File: src/rtl/alu_defs_pkg.sv
// Shared definitions for the ALU UART front end: default widths, the legal
// ALU opcodes and the frame FSM state encoding.
package alu_defs;

  localparam int NB_DATA_DEF = 6;
  localparam int NB_OP_DEF   = 6;
  localparam int NB_BYTE_DEF = 8;

  localparam int OP_ADD = 'h20;
  localparam int OP_SUB = 'h22;
  localparam int OP_AND = 'h24;
  localparam int OP_OR  = 'h25;
  localparam int OP_XOR = 'h26;
  localparam int OP_SRA = 'h03;
  localparam int OP_SRL = 'h02;
  localparam int OP_NOR = 'h27;

  typedef enum logic [2:0] {
    ST_WAIT_A,
    ST_WAIT_B,
    ST_WAIT_OP,
    ST_CHECK,
    ST_COMPUTE,
    ST_SEND,
    ST_WAIT_TX
  } state_e;

  function automatic logic op_is_legal(input int op);
    case (op)
      OP_ADD, OP_SUB, OP_AND, OP_OR, OP_XOR, OP_SRA, OP_SRL, OP_NOR: return 1'b1;
      default:                                                      return 1'b0;
    endcase
  endfunction

endpackage

File: src/rtl/alu_uart_frontend_frame_timer.sv
// Inter-byte idle counter: cleared on demand, counts while enabled and flags
// expiry on the cycle that would bring it to TIMEOUT_CYC.
module frame_timer #(
  parameter int TIMEOUT_CYC = 1000
) (
  input  logic i_clk,
  input  logic i_reset,
  input  logic i_clear,
  input  logic i_enable,
  output logic o_expire
);

  localparam int CW = $clog2(TIMEOUT_CYC + 1);
  localparam logic [CW-1:0] CNT_MAX  = CW'(TIMEOUT_CYC);
  localparam logic [CW-1:0] CNT_LAST = CW'(TIMEOUT_CYC - 1);

  logic [CW-1:0] cnt_q, cnt_d;

  always_comb begin
    cnt_d = cnt_q;
    if (i_clear) begin
      cnt_d = '0;
    end else if (i_enable && (cnt_q != CNT_MAX)) begin
      cnt_d = cnt_q + 1'b1;
    end
  end

  always_ff @(posedge i_clk) begin
    if (i_reset) begin
      cnt_q <= '0;
    end else begin
      cnt_q <= cnt_d;
    end
  end

  assign o_expire = i_enable && (cnt_q == CNT_LAST);

endmodule

File: src/rtl/alu_uart_frontend.sv
// UART-to-ALU front end: assembles A/B/OP frames, filters illegal opcodes,
// drops stalled frames and forwards the sign-extended ALU result to the TX.
module alu_uart_frontend
  import alu_defs::*;
#(
  parameter int NB_DATA     = NB_DATA_DEF,
  parameter int NB_OP       = NB_OP_DEF,
  parameter int NB_BYTE     = NB_BYTE_DEF,
  parameter int TIMEOUT_CYC = 1000
) (
  input  logic                      i_clk,
  input  logic                      i_reset,
  input  logic        [NB_BYTE-1:0] i_rx_data,
  input  logic                      i_rx_done,
  input  logic signed [NB_DATA:0]   i_alu_res,
  input  logic                      i_tx_done,
  output logic signed [NB_DATA-1:0] o_data_a,
  output logic signed [NB_DATA-1:0] o_data_b,
  output logic        [NB_OP-1:0]   o_op,
  output logic        [NB_BYTE-1:0] o_tx_data,
  output logic                      o_tx_start,
  output logic                      o_err,
  output logic                      o_busy
);

  function automatic logic [NB_BYTE-1:0] sext_res(input logic signed [NB_DATA:0] v);
    logic signed [NB_BYTE-1:0] t;
    t = v;
    return t;
  endfunction

  state_e state_q, state_d;

  logic [NB_DATA-1:0] a_sh_q, b_sh_q;
  logic [NB_OP-1:0]   op_sh_q;

  logic signed [NB_DATA-1:0] data_a_q, data_b_q;
  logic        [NB_OP-1:0]   op_q;
  logic        [NB_BYTE-1:0] tx_data_q;
  logic                      tx_start_q, err_q;

  logic op_legal, tmr_expire;
  logic cap_a, cap_b, cap_op, latch_ops, load_tx;
  logic start_d, err_d, tmr_clear, tmr_en;

  // Operand/opcode bytes only use their low bits.
  logic unused_rx_hi;
  assign unused_rx_hi = ^i_rx_data;

  assign op_legal = op_is_legal(int'(op_sh_q));

  frame_timer #(
    .TIMEOUT_CYC(TIMEOUT_CYC)
  ) u_frame_timer (
    .i_clk   (i_clk),
    .i_reset (i_reset),
    .i_clear (tmr_clear),
    .i_enable(tmr_en),
    .o_expire(tmr_expire)
  );

  always_ff @(posedge i_clk) begin
    if (i_reset) begin
      state_q <= ST_WAIT_A;
    end else begin
      state_q <= state_d;
    end
  end

  // A byte arriving on the expiry cycle takes priority over the timeout.
  always_comb begin
    state_d = state_q;
    unique case (state_q)
      ST_WAIT_A: if (i_rx_done) state_d = ST_WAIT_B;
      ST_WAIT_B: begin
        if (i_rx_done)       state_d = ST_WAIT_OP;
        else if (tmr_expire) state_d = ST_WAIT_A;
      end
      ST_WAIT_OP: begin
        if (i_rx_done)       state_d = ST_CHECK;
        else if (tmr_expire) state_d = ST_WAIT_A;
      end
      ST_CHECK:   state_d = op_legal ? ST_COMPUTE : ST_WAIT_A;
      ST_COMPUTE: state_d = ST_SEND;
      ST_SEND:    state_d = ST_WAIT_TX;
      ST_WAIT_TX: if (i_tx_done) state_d = ST_WAIT_A;
      default:    state_d = ST_WAIT_A;
    endcase
  end

  always_comb begin
    cap_a     = (state_q == ST_WAIT_A)  && i_rx_done;
    cap_b     = (state_q == ST_WAIT_B)  && i_rx_done;
    cap_op    = (state_q == ST_WAIT_OP) && i_rx_done;
    latch_ops = (state_q == ST_CHECK) && op_legal;
    load_tx   = (state_q == ST_COMPUTE);
    start_d   = (state_q == ST_COMPUTE);
    tmr_en    = (state_q == ST_WAIT_B) || (state_q == ST_WAIT_OP);
    tmr_clear = (state_q == ST_WAIT_A) || cap_b || cap_op;
    err_d     = ((state_q == ST_CHECK) && !op_legal) ||
                (tmr_en && !i_rx_done && tmr_expire);
  end

  // Shadow bytes are pure data and are always rewritten before use.
  always_ff @(posedge i_clk) begin
    if (cap_a)  a_sh_q  <= i_rx_data[NB_DATA-1:0];
    if (cap_b)  b_sh_q  <= i_rx_data[NB_DATA-1:0];
    if (cap_op) op_sh_q <= i_rx_data[NB_OP-1:0];
  end

  always_ff @(posedge i_clk) begin
    if (i_reset) begin
      data_a_q   <= '0;
      data_b_q   <= '0;
      op_q       <= '0;
      tx_data_q  <= '0;
      tx_start_q <= 1'b0;
      err_q      <= 1'b0;
    end else begin
      if (latch_ops) begin
        data_a_q <= a_sh_q;
        data_b_q <= b_sh_q;
        op_q     <= op_sh_q;
      end
      if (load_tx) tx_data_q <= sext_res(i_alu_res);
      tx_start_q <= start_d;
      err_q      <= err_d;
    end
  end

  assign o_data_a   = data_a_q;
  assign o_data_b   = data_b_q;
  assign o_op       = op_q;
  assign o_tx_data  = tx_data_q;
  assign o_tx_start = tx_start_q;
  assign o_err      = err_q;
  assign o_busy     = (state_q != ST_WAIT_A);

endmodule

File: config.mk
export PLATFORM = sky130hd
export DESIGN_NAME = alu_uart_frontend
export DESIGN_NICKNAME = d
export VERILOG_FILES = /design/src/rtl/alu_defs_pkg.sv /design/src/rtl/alu_uart_frontend_frame_timer.sv /design/src/rtl/alu_uart_frontend.sv
export SDC_FILE = /design/constraint.sdc
export NUM_CORES = 1
export LEC_CHECK = 0
export BUFFER_PORTS_ARGS = -buffer_cell sky130_fd_sc_hd__buf_2
export CORE_ASPECT_RATIO = 1.2
export CORE_UTILIZATION = 54
export DETAILED_ROUTE_END_ITERATION = 10
export PLACE_DENSITY = 0.8
export SLEW_MARGIN = 25
export SYNTH_ARGS = -nofsm -noshare
export SYNTH_HDL_FRONTEND = slang
export SYNTH_SLANG_ARGS = --single-unit
export TNS_END_PERCENT = 10
File: constraint.sdc
create_clock -name i_clk -period 1.89 [get_ports i_clk]
set_clock_uncertainty 0.1 [all_clocks]
set_input_delay 0.189 -clock i_clk [delete_from_list [all_inputs] [get_ports i_clk]]
set_output_delay 0.189 -clock i_clk [all_outputs]
set_load 0.005 [all_outputs]
==> results of run 1 <==
[layout by cell type, fill, tap and decap left out, types with 6 or more instances in the layout]
cell type	count
sky130_fd_sc_hd__or3b_1	17
sky130_fd_sc_hd__nor2_1	18
sky130_fd_sc_hd__buf_4	8
sky130_fd_sc_hd__nand2_1	14
sky130_fd_sc_hd__clkbuf_8	9
sky130_fd_sc_hd__o21ai_0	18
sky130_fd_sc_hd__inv_1	7
sky130_fd_sc_hd__buf_2	45
sky130_fd_sc_hd__nor3_1	6
sky130_fd_sc_hd__dfxtp_1	40
sky130_fd_sc_hd__a21oi_1	18
sky130_fd_sc_hd__mux2i_1	10
sky130_fd_sc_hd__dlygate4sd3_1	12
sky130_fd_sc_hd__edfxtp_1	18
[metrics by stage]
stage,util,setup slack (ns),power (mW),cell area [µm²]
6_report,0.701,0.108,2.50,2970
4_1_cts,0.701,0.0727,2.53,2970
3_5_place_dp,0.630,0.0843,1.51,2670
5_1_grt,0.701,0.0162,2.60,2970
2_1_floorplan,-,0.205,1.44,2380
3_3_place_gp,0.630,0.123,1.50,2670
[repair_timing]
action / CTS / global route
endpoints found under the hold margin: 24 / 0
hold buffers: 12 / 0
endpoints found under the setup margin: 0 / 4
[cell type report]
type | count | share of cell area
Inverter | 7 | 0.00886
Timing Repair Buffer | 65 | 0.137
Clock buffer | 9 | 0.0418
Clock inverter | 7 | 0.0186
Multi-Input combinational cell | 147 | 0.318
Tap cell | 56 | 0.0236
Sequential cell | 58 | 0.452
[how the worst max path moves through the flow]
stage	from	end	slack [ns]
2_1_floorplan	op_sh_q[3]	o_data_a[4]	0.21
3_3_place_gp	op_sh_q[3]	o_data_b[3]	0.12
3_5_place_dp	op_sh_q[3]	o_data_b[3]	0.08
4_1_cts	op_sh_q[3]	o_data_b[3]	0.07
5_1_grt	op_sh_q[4]	o_data_a[2]	0.02
6_report	op_sh_q[4]	o_op[1]	0.11
[worst min-delay path, cell delays in order]
cell	delay, ns
sky130_fd_sc_hd__buf_2	0.08
sky130_fd_sc_hd__mux2i_1	0.06
sky130_fd_sc_hd__nor2_1	0.08
[routing by layer]
| metal | up-vias | GRT usage | part of all wire |
|---|---|---|---|
| met4 | 0 | 0.121 | 0.019 |
| met3 | 9 | 0.0591 | 0.031 |
| li1 | 938 | - | - |
| met2 | 37 | 0.383 | 0.53 |
| met5 | - | 0 | 0 |
| met1 | 856 | 0.224 | 0.42 |
[state kept, by name, indices dropped and copies added, names as in the netlist]
name	flops
o_op	6
a_sh_q	6
o_err	1
state_q	3
b_sh_q	6
o_tx_start	1
op_sh_q	6
o_data_a	6
o_tx_data	7
u_frame_timer.cnt_q	10
o_data_b	6
[kinds of logic after synthesis]
group,Yosys count
AOI/OAI and AO/OA,47
and+or+nand+nor,81
xor gates and xnor gates,7
DFF,58
adders and majority gates,2
buffers and inverters,20
muxes,10
[report_power, final]
group	internal, mW	leakage (nW)	switching (mW)
clock network	0.483	0.0858	0.519
logic	0.0775	0.576	0.0984
registers	1.31	0.489	0.00892
==> results.ini, run 1 <==
[detailed_routing]
ant_nets = 0
detail_route.wl_per_cell_um = 13.3
detailedRoute.firstIterationViolations = 176
via_count = 1840
final_routed_wirelength_mm = 4.64
dr.pass1.iters = 4
via_per_inst = 5.27
drc = 0

[floorplanning]
fp-row-count = 26
area_of_the_placeable_core_um2 = 4230
starting_utilization_of_the_core_area = 0.563
fp.dieH_um = 74.8
floorplan.io_pins = 48
design.die.area_um2 = 4680
die-width_um = 62.6

[global_routing]
antenna_violations_before_repair = 0
grt-ovfl-total = 0
number_of_global_route_vias_before_repair = 1753
global_route.usage.total = 0.211
grt_first_pass_wirelength_mm = 7.52
grt_start_max_net_pins = 34

[logic_synthesis]
synthDistinctLibCells = 44
synthesis.area_per_instance_um2 = 10.6
synth_area_um2 = 2380
post-synth-top-area-cell = sky130_fd_sc_hd__dfxtp_1
number_of_register_bits_inferred_by_synthesis = 58
synth_simple_gate_area_share = 0.202
synthesis.instances = 225
sequential_area_share_after_synthesis = 0.563
yosysWarningCount = 0
dominantRegCellSynth = sky130_fd_sc_hd__dfxtp_1
most_common_cell_in_the_synthesized_netlist = sky130_fd_sc_hd__dfxtp_1
synthesis.nets = 246
combinational_family_with_the_most_area_after_synthesis = simple AND/OR/NAND/NOR gates
async_reset_ff_frac = 0
synth_edf_count = 18
adder_and_majority_gate_portion_of_the_synthesized_area = 0.0105
synth_area_leaders = sky130_fd_sc_hd__dfxtp_1 (34%), sky130_fd_sc_hd__edfxtp_1 (23%), sky130_fd_sc_hd__or3b_1 (6.3%)
mux_cell_area_share_after_synthesis = 0.0420
synth_top_area_frac = 0.336
synth_xor_area_frac = 0.0257
synth-compound-area-share = 0.116
synth.top_cells.by_count = sky130_fd_sc_hd__dfxtp_1 (40), sky130_fd_sc_hd__a21oi_1 (18), sky130_fd_sc_hd__edfxtp_1 (18), sky130_fd_sc_hd__nor2_1 (18), sky130_fd_sc_hd__o21ai_0 (18)

[worst_setup_path]
criticalPathCategory = flip-flop to flip-flop
path_delay_family = simple AND/OR/NAND/NOR gates
cp-start-kind = flip-flop
r2r_setup_slack_ns = 0.11
worst_path_largest_cell_delay_ns = 0.68
timing.reg2reg.worst_path_depth = 3
cp.buffers_inverters = 0
endpoint_kind = flip-flop
instance_count_on_the_critical_path = 3
path_cells = or4_4 > or3b_1 > a21oi_1
critPathRequiredTime_ns = 2.05
crit_path_top_delay_cell = sky130_fd_sc_hd__or4_4
timing.critical_path.fanout_max = 33
critPathArrivalTime_ns = 1.94
r2r-end = o_op[1]
timing.rr.start = op_sh_q[4]

[sta]
tightestPinTransition_ns = 0.563
tns_ns = 0
hold_violations = 0
final-max-slew-violation-count = 0
rsz0062_at_grt = false
layout_worst_path_cycle_share = 0.943
timing.slew.headroom = 0.624
min_period_ns = 1.78
setup_viol = 0
finalHoldWorstSlack_ns = 0.0233
clock.fmax_ghz = 0.561

[clock_network]
clock-sinks = 58
clkSlewWorstSetupHoldPaths_ns = 0.07
cell_chosen_for_the_clock_root = sky130_fd_sc_hd__clkbuf_8
insertion_delay_ns = 0.32
cts_buffer_depth = 2
postCtsSetupBuffers = 0
cts_tree = done
numCtsBuffers = 9
ctsResizeCount = 0
htree_levels = 3

[placed_design]
buffer_ports.inserted = 45
place_hpwl_mm = 2.99
routabilityCongestion = 0.783
placed_cells = 321

[power]
power.density_nw_per_um2 = 843
vdd_drop_max_mv = 0.483
p_leak_nw = 1.15

[finish]
insertedDiodeCount = 0
num-fill-cells = 325
final_layout_size_suffix_gt1_frac = 0.246
final-instance-count-excl-fill = 349
seqCellArea_um2 = 1340
final_nets = 309
multi_input_area_um2 = 943
synthToLayoutAreaGrowth_pct = 24.5

[hold_path]
whs_endpoint = o_tx_data[5]
worstHoldPathType = primary input to flip-flop
whs_path_depth = 3
worst_hold_startpoint = i_alu_res[5]

[job]
maxCapViolations = 0

[status]
status = finished, final reports clean

Power figures use the tool's default switching activity.
==> run 2: changes to the inputs <==
--- a/config.mk
+++ b/config.mk
@@ -9,6 +9,7 @@
 export CORE_ASPECT_RATIO = 1.2
 export CORE_UTILIZATION = 54
 export DETAILED_ROUTE_END_ITERATION = 10
+export HOLD_SLACK_MARGIN = 0.06
 export PLACE_DENSITY = 0.8
 export SLEW_MARGIN = 25
 export SYNTH_ARGS = -nofsm -noshare
==> run 2 against run 1 <==
  * Maximum frequency is 0.58% lower
  * Register-to-register slack barely moved
  * Global-route usage rose by 0.074 points
  * Non-clock buffer count rose by 1
  * Sequential share of layout area shrank 0.15 points
  * Highest routed layer unchanged
==> results.ini, run 2 (same netlist as run 1, synthesis figures left out) <==
[status]
status = finished, final reports clean

[power]
power.combinational.fraction = 0.071
power.switching_mw = 0.629
p_leak_nw = 1.16
power_switching_share = 0.251
power_frac_clock = 0.401
power_report.internal_total_mw = 1.88
power.density_nw_per_um2 = 842
pwr-share-seq = 0.528
vdd_drop_max_mv = 0.488

[detailed_routing]
via_count = 1852
ant_nets = 0
via_per_inst = 5.29
detailedRoute.firstIterationViolations = 164
detail_route.wl_per_cell_um = 13.3
drc = 0
final_routed_wirelength_mm = 4.65
dr.pass1.iters = 4

[worst_setup_path]
critPathArrivalTime_ns = 1.95
timing.critical_path.fanout_max = 33
cp-start-kind = flip-flop
r2r-end = o_op[1]
critPathRequiredTime_ns = 2.05
criticalPathCategory = flip-flop to flip-flop
r2r_setup_slack_ns = 0.1
timing.rr.start = op_sh_q[4]
timing.reg2reg.worst_path_depth = 3
endpoint_kind = flip-flop

[placed_design]
buffer_ports.inserted = 45
placement.setup.worst_slack_ns = 0.0843
placed_cell_area_um2 = 2670
place_hpwl_mm = 2.99
routabilityCongestion = 0.783

[clock_network]
clkSlewWorstSetupHoldPaths_ns = 0.07
htree_levels = 3
cts_tree = done
clock-sinks = 58
insertion_delay_ns = 0.33
ctsResizeCount = 0
numCtsBuffers = 9
cell_chosen_for_the_clock_root = sky130_fd_sc_hd__clkbuf_8
cts_buffer_depth = 2

[sta]
rsz0062_at_grt = false
tightestPinTransition_ns = 0.568
timing.slew.headroom = 0.621
setup_viol = 0
finalWorstSetupSlack_ns = 0.0980
layout_worst_path_cycle_share = 0.948
finalHoldWorstSlack_ns = 0.130
tns_ns = 0
clock.fmax_ghz = 0.558
final-max-slew-violation-count = 0
hold_violations = 0
min_period_ns = 1.79

[hold_path]
whs_path_depth = 2
worstHoldPathType = primary input to flip-flop
worst_hold_startpoint = i_rx_done
whs_endpoint = state_q[2]

[global_routing]
global_route.usage.total = 0.212
grt-ovfl-total = 0
number_of_global_route_vias_before_repair = 1744
grt_first_pass_wirelength_mm = 7.56
grt_start_max_net_pins = 34
antenna_violations_before_repair = 0

[finish]
final_area_um2 = 2980
final_common_cell = sky130_fd_sc_hd__buf_2
largest_register_ffs = 10
insertedDiodeCount = 0
mostFrequentLayoutCells = sky130_fd_sc_hd__buf_2 (45), sky130_fd_sc_hd__dfxtp_1 (40)
final_layout_size_suffix_gt1_frac = 0.245
num-fill-cells = 324
register_name_with_the_most_flops = u_frame_timer.cnt_q
synthToLayoutAreaGrowth_pct = 24.9
post-route-util = 0.704
final_nets = 310

[job]
maxCapViolations = 0

[floorplanning]
die-width_um = 62.6
fp-row-count = 26
fp.dieH_um = 74.8
area_of_the_placeable_core_um2 = 4230
floorplan.io_pins = 48
design.die.area_um2 = 4680
starting_utilization_of_the_core_area = 0.563

[run 2: how the worst max path moves through the flow]
stage	start	slack (ns)	to	depth (start not counted)
after floorplan	op_sh_q[3]	0.21	o_data_a[4]	4
after global placement	op_sh_q[3]	0.12	o_data_b[3]	3
after detailed placement	op_sh_q[3]	0.08	o_data_b[3]	3
after CTS	op_sh_q[3]	0.07	o_data_b[3]	3
after global routing	op_sh_q[4]	0.02	o_data_a[2]	3
final	op_sh_q[4]	0.1	o_op[1]	3
[run 2: final cells by class]
cell class,count,area [µm²],share of cell area
Sequential cell,58,1340,0.451
Clock inverter,7,55.1,0.0185
Multi-Input combinational cell,147,943,0.317
Timing Repair Buffer,66,415,0.140
Inverter,7,26.3,0.00883
Clock buffer,9,124,0.0416
Tap cell,56,70.1,0.0235
[run 2: layer usage]
layer	up-vias	wire length (µm)	global-route usage
met5	-	0	0
met4	0	75	0.121
met3	7	157	0.0591
met2	40	2430	0.378
met1	868	1990	0.230
li1	937	-	-
[run 2: power groups by stage]
stage | clock [mW] | sequential [mW] | combinational [mW]
floorplan | 0 | 1.35 | 0.0955
global placement | 0 | 1.35 | 0.154
detailed placement | 0 | 1.35 | 0.155
CTS | 1.03 | 1.32 | 0.178
global route | 1.08 | 1.32 | 0.194
finish | 1.00 | 1.32 | 0.178
[run 2: what timing repair did]
item	4_1_cts	5_1_grt
endpoints found under the setup margin	0	3
hold buffers	13	0
endpoints found under the hold margin	25	0
buffers inserted	0	0
[run 2: worst max-delay path, stage by stage, from the launching register on]
cell	delay [ns]
sky130_fd_sc_hd__edfxtp_1	0.38
sky130_fd_sc_hd__or4_4	0.68
sky130_fd_sc_hd__or3b_1	0.42
sky130_fd_sc_hd__a21oi_1	0.13
[run 2: stage by stage]
stage | power [mW] | cells
finish | 2.50 | 350
floorplan | 1.44 | 225
detailed placement | 1.51 | 321
global route | 2.60 | 350
CTS | 2.53 | 350
global placement | 1.50 | 321
==> run 3: changes to the inputs <==
==> constraint.sdc (replaced) <==
create_clock -name i_clk -period 1.89 [get_ports i_clk]
set_clock_uncertainty 0.1 [all_clocks]
set_input_delay 0.378 -clock i_clk [delete_from_list [all_inputs] [get_ports i_clk]]
set_output_delay 0.378 -clock i_clk [all_outputs]
set_load 0.005 [all_outputs]
==> run 3 against run 2 <==
  * Via count decreased by 1.9%
  * Count of clock-buffer cells in the layout increased by 3
  * Power is 1.6% higher
  * Critical path depth did not move
  * Routed wire length decreased by 1.3%
  * First-iteration DRC count is 21% lower
  * Non-clock buffer count fell by 12
==> results.ini, run 3 (same netlist as run 1, synthesis figures left out) <==
[worst_setup_path]
timing.rr.start = op_sh_q[3]
cp-start-kind = flip-flop
critPathArrivalTime_ns = 2.01
endpoint_kind = flip-flop
timing.reg2reg.worst_path_depth = 3
critPathRequiredTime_ns = 2.03
r2r_setup_slack_ns = 0.02
r2r-end = o_data_a[4]
timing.critical_path.fanout_max = 17
criticalPathCategory = flip-flop to flip-flop

[finish]
final-instance-count-excl-fill = 339
register_name_with_the_most_flops = u_frame_timer.cnt_q
final_common_cell = sky130_fd_sc_hd__buf_2
final_layout_size_suffix_gt1_frac = 0.251
mostFrequentLayoutCells = sky130_fd_sc_hd__buf_2 (45), sky130_fd_sc_hd__dfxtp_1 (40)
largest_register_ffs = 10
num-fill-cells = 329
synthToLayoutAreaGrowth_pct = 20.4
final_nets = 299
final_area_um2 = 2870
insertedDiodeCount = 0

[clock_network]
cts_tree = done
insertion_delay_ns = 0.33
numCtsBuffers = 9
number_of_buffers_inserted_for_hold_repair_after_clock_tree_synthesis = 0
clock-sinks = 58
cts_buffer_depth = 2
cell_chosen_for_the_clock_root = sky130_fd_sc_hd__clkbuf_8
clkSlewWorstSetupHoldPaths_ns = 0.07
htree_levels = 3

[sta]
final-max-slew-violation-count = 0
min_period_ns = 1.87
layout_worst_path_cycle_share = 0.988
rsz0062_at_grt = true
timing.slew.headroom = 0.652
clock.fmax_ghz = 0.536
setup_viol = 0
hold_violations = 0
finalHoldWorstSlack_ns = 0.149
tightestPinTransition_ns = 0.519

[placed_design]
placed_cell_area_um2 = 2670
routabilityCongestion = 0.768
buffer_ports.inserted = 45
place_hpwl_mm = 3.07
placed_cells = 322

[floorplanning]
area_of_the_placeable_core_um2 = 4230
starting_utilization_of_the_core_area = 0.563
die-width_um = 62.6
design.die.area_um2 = 4680
fp.dieH_um = 74.8
floorplan.io_pins = 48
fp-row-count = 26

[detailed_routing]
ant_nets = 0
detail_route.wl_per_cell_um = 13.5
final_routed_wirelength_mm = 4.59
via_count = 1816
dr.pass1.iters = 4
via_per_inst = 5.36
drc = 0
detailedRoute.firstIterationViolations = 129

[power]
power_switching_share = 0.221
vdd_drop_max_mv = 0.596
p_leak_nw = 1.11
power_report.internal_total_mw = 1.98
pwr-share-seq = 0.520
power_frac_clock = 0.416
power.combinational.fraction = 0.063
power.switching_mw = 0.562
power.density_nw_per_um2 = 886

[status]
status = finished, final reports clean

[global_routing]
grt-ovfl-total = 0
global_route.usage.total = 0.215
grt_first_pass_wirelength_mm = 7.53
antenna_violations_before_repair = 0
number_of_global_route_vias_before_repair = 1658
grt_start_max_net_pins = 33

[hold_path]
whs_path_depth = 1
whs_endpoint = a_sh_q[0]
worstHoldPathType = primary input to flip-flop
worst_hold_startpoint = i_rx_data[0]

[job]
maxCapViolations = 0

-- run 3: routing by layer --
| layer | vias to the layer above | global-route usage | wire (µm) |
|---|---|---|---|
| met5 | - | 0 | 0 |
| met4 | 0 | 0.0930 | 81 |
| met3 | 11 | 0.0788 | 195 |
| met2 | 37 | 0.377 | 2410 |
| met1 | 851 | 0.239 | 1910 |
| li1 | 917 | - | - |
-- run 3: worst max-delay path by stage --
stage          cells past startpoint        from  slack, ns           to
3_3_place_gp                       3  op_sh_q[3]       0.12  o_data_b[3]
6_report                           3  op_sh_q[3]       0.02  o_data_a[4]
4_1_cts                            3  op_sh_q[4]      0.006  o_data_a[4]
3_5_place_dp                       3  op_sh_q[3]       0.06  o_data_a[4]
5_1_grt                            3  op_sh_q[4]     -0.008  o_data_a[4]
2_1_floorplan                      4  op_sh_q[3]       0.21  o_data_a[4]
-- run 3: power by group through the flow --
stage / Clock, mW / Sequential, mW / Combinational [mW]
floorplan: 0 / 1.35 / 0.0955
global placement: 0 / 1.35 / 0.156
detailed placement: 0 / 1.35 / 0.158
CTS: 1.09 / 1.32 / 0.159
global route: 1.14 / 1.32 / 0.179
finish: 1.06 / 1.32 / 0.161
-- run 3: worst max-delay path: stages, from the launching register on --
cell and delay, ns:
sky130_fd_sc_hd__edfxtp_1 0.44, sky130_fd_sc_hd__or4_4 0.64, sky130_fd_sc_hd__or3b_1 0.40, sky130_fd_sc_hd__a21oi_1 0.19
-- run 3: stage by stage --
stage / utilization / setup slack, ns / total power, mW / setup TNS, ns
after global placement: 0.632 / 0.120 / 1.50 / 0
after floorplan: - / 0.205 / 1.44 / 0
final: 0.678 / 0.0233 / 2.54 / 0
after global routing: 0.678 / -0.00786 / 2.65 / -0.00786
after detailed placement: 0.632 / 0.0553 / 1.51 / 0
after CTS: 0.677 / 0.00650 / 2.57 / 0
-- run 3: timing repair --
item | in CTS | in global routing
endpoints found under the setup margin | 1 | 5
gates cloned | 1 | 0
pin swaps | 1 | 0
buffers inserted | 0 | 0
resized for setup | 0 | 2
-- run 3: cell type report --
class | instances | area (µm²) | share of cell area
Multi-Input combinational cell | 148 | 960 | 0.334
Timing Repair Buffer | 54 | 293 | 0.102
Sequential cell | 58 | 1340 | 0.468
Tap cell | 56 | 70.1 | 0.0244
Clock buffer | 12 | 135 | 0.0471
Clock inverter | 4 | 43.8 | 0.0153
Inverter | 7 | 26.3 | 0.00916
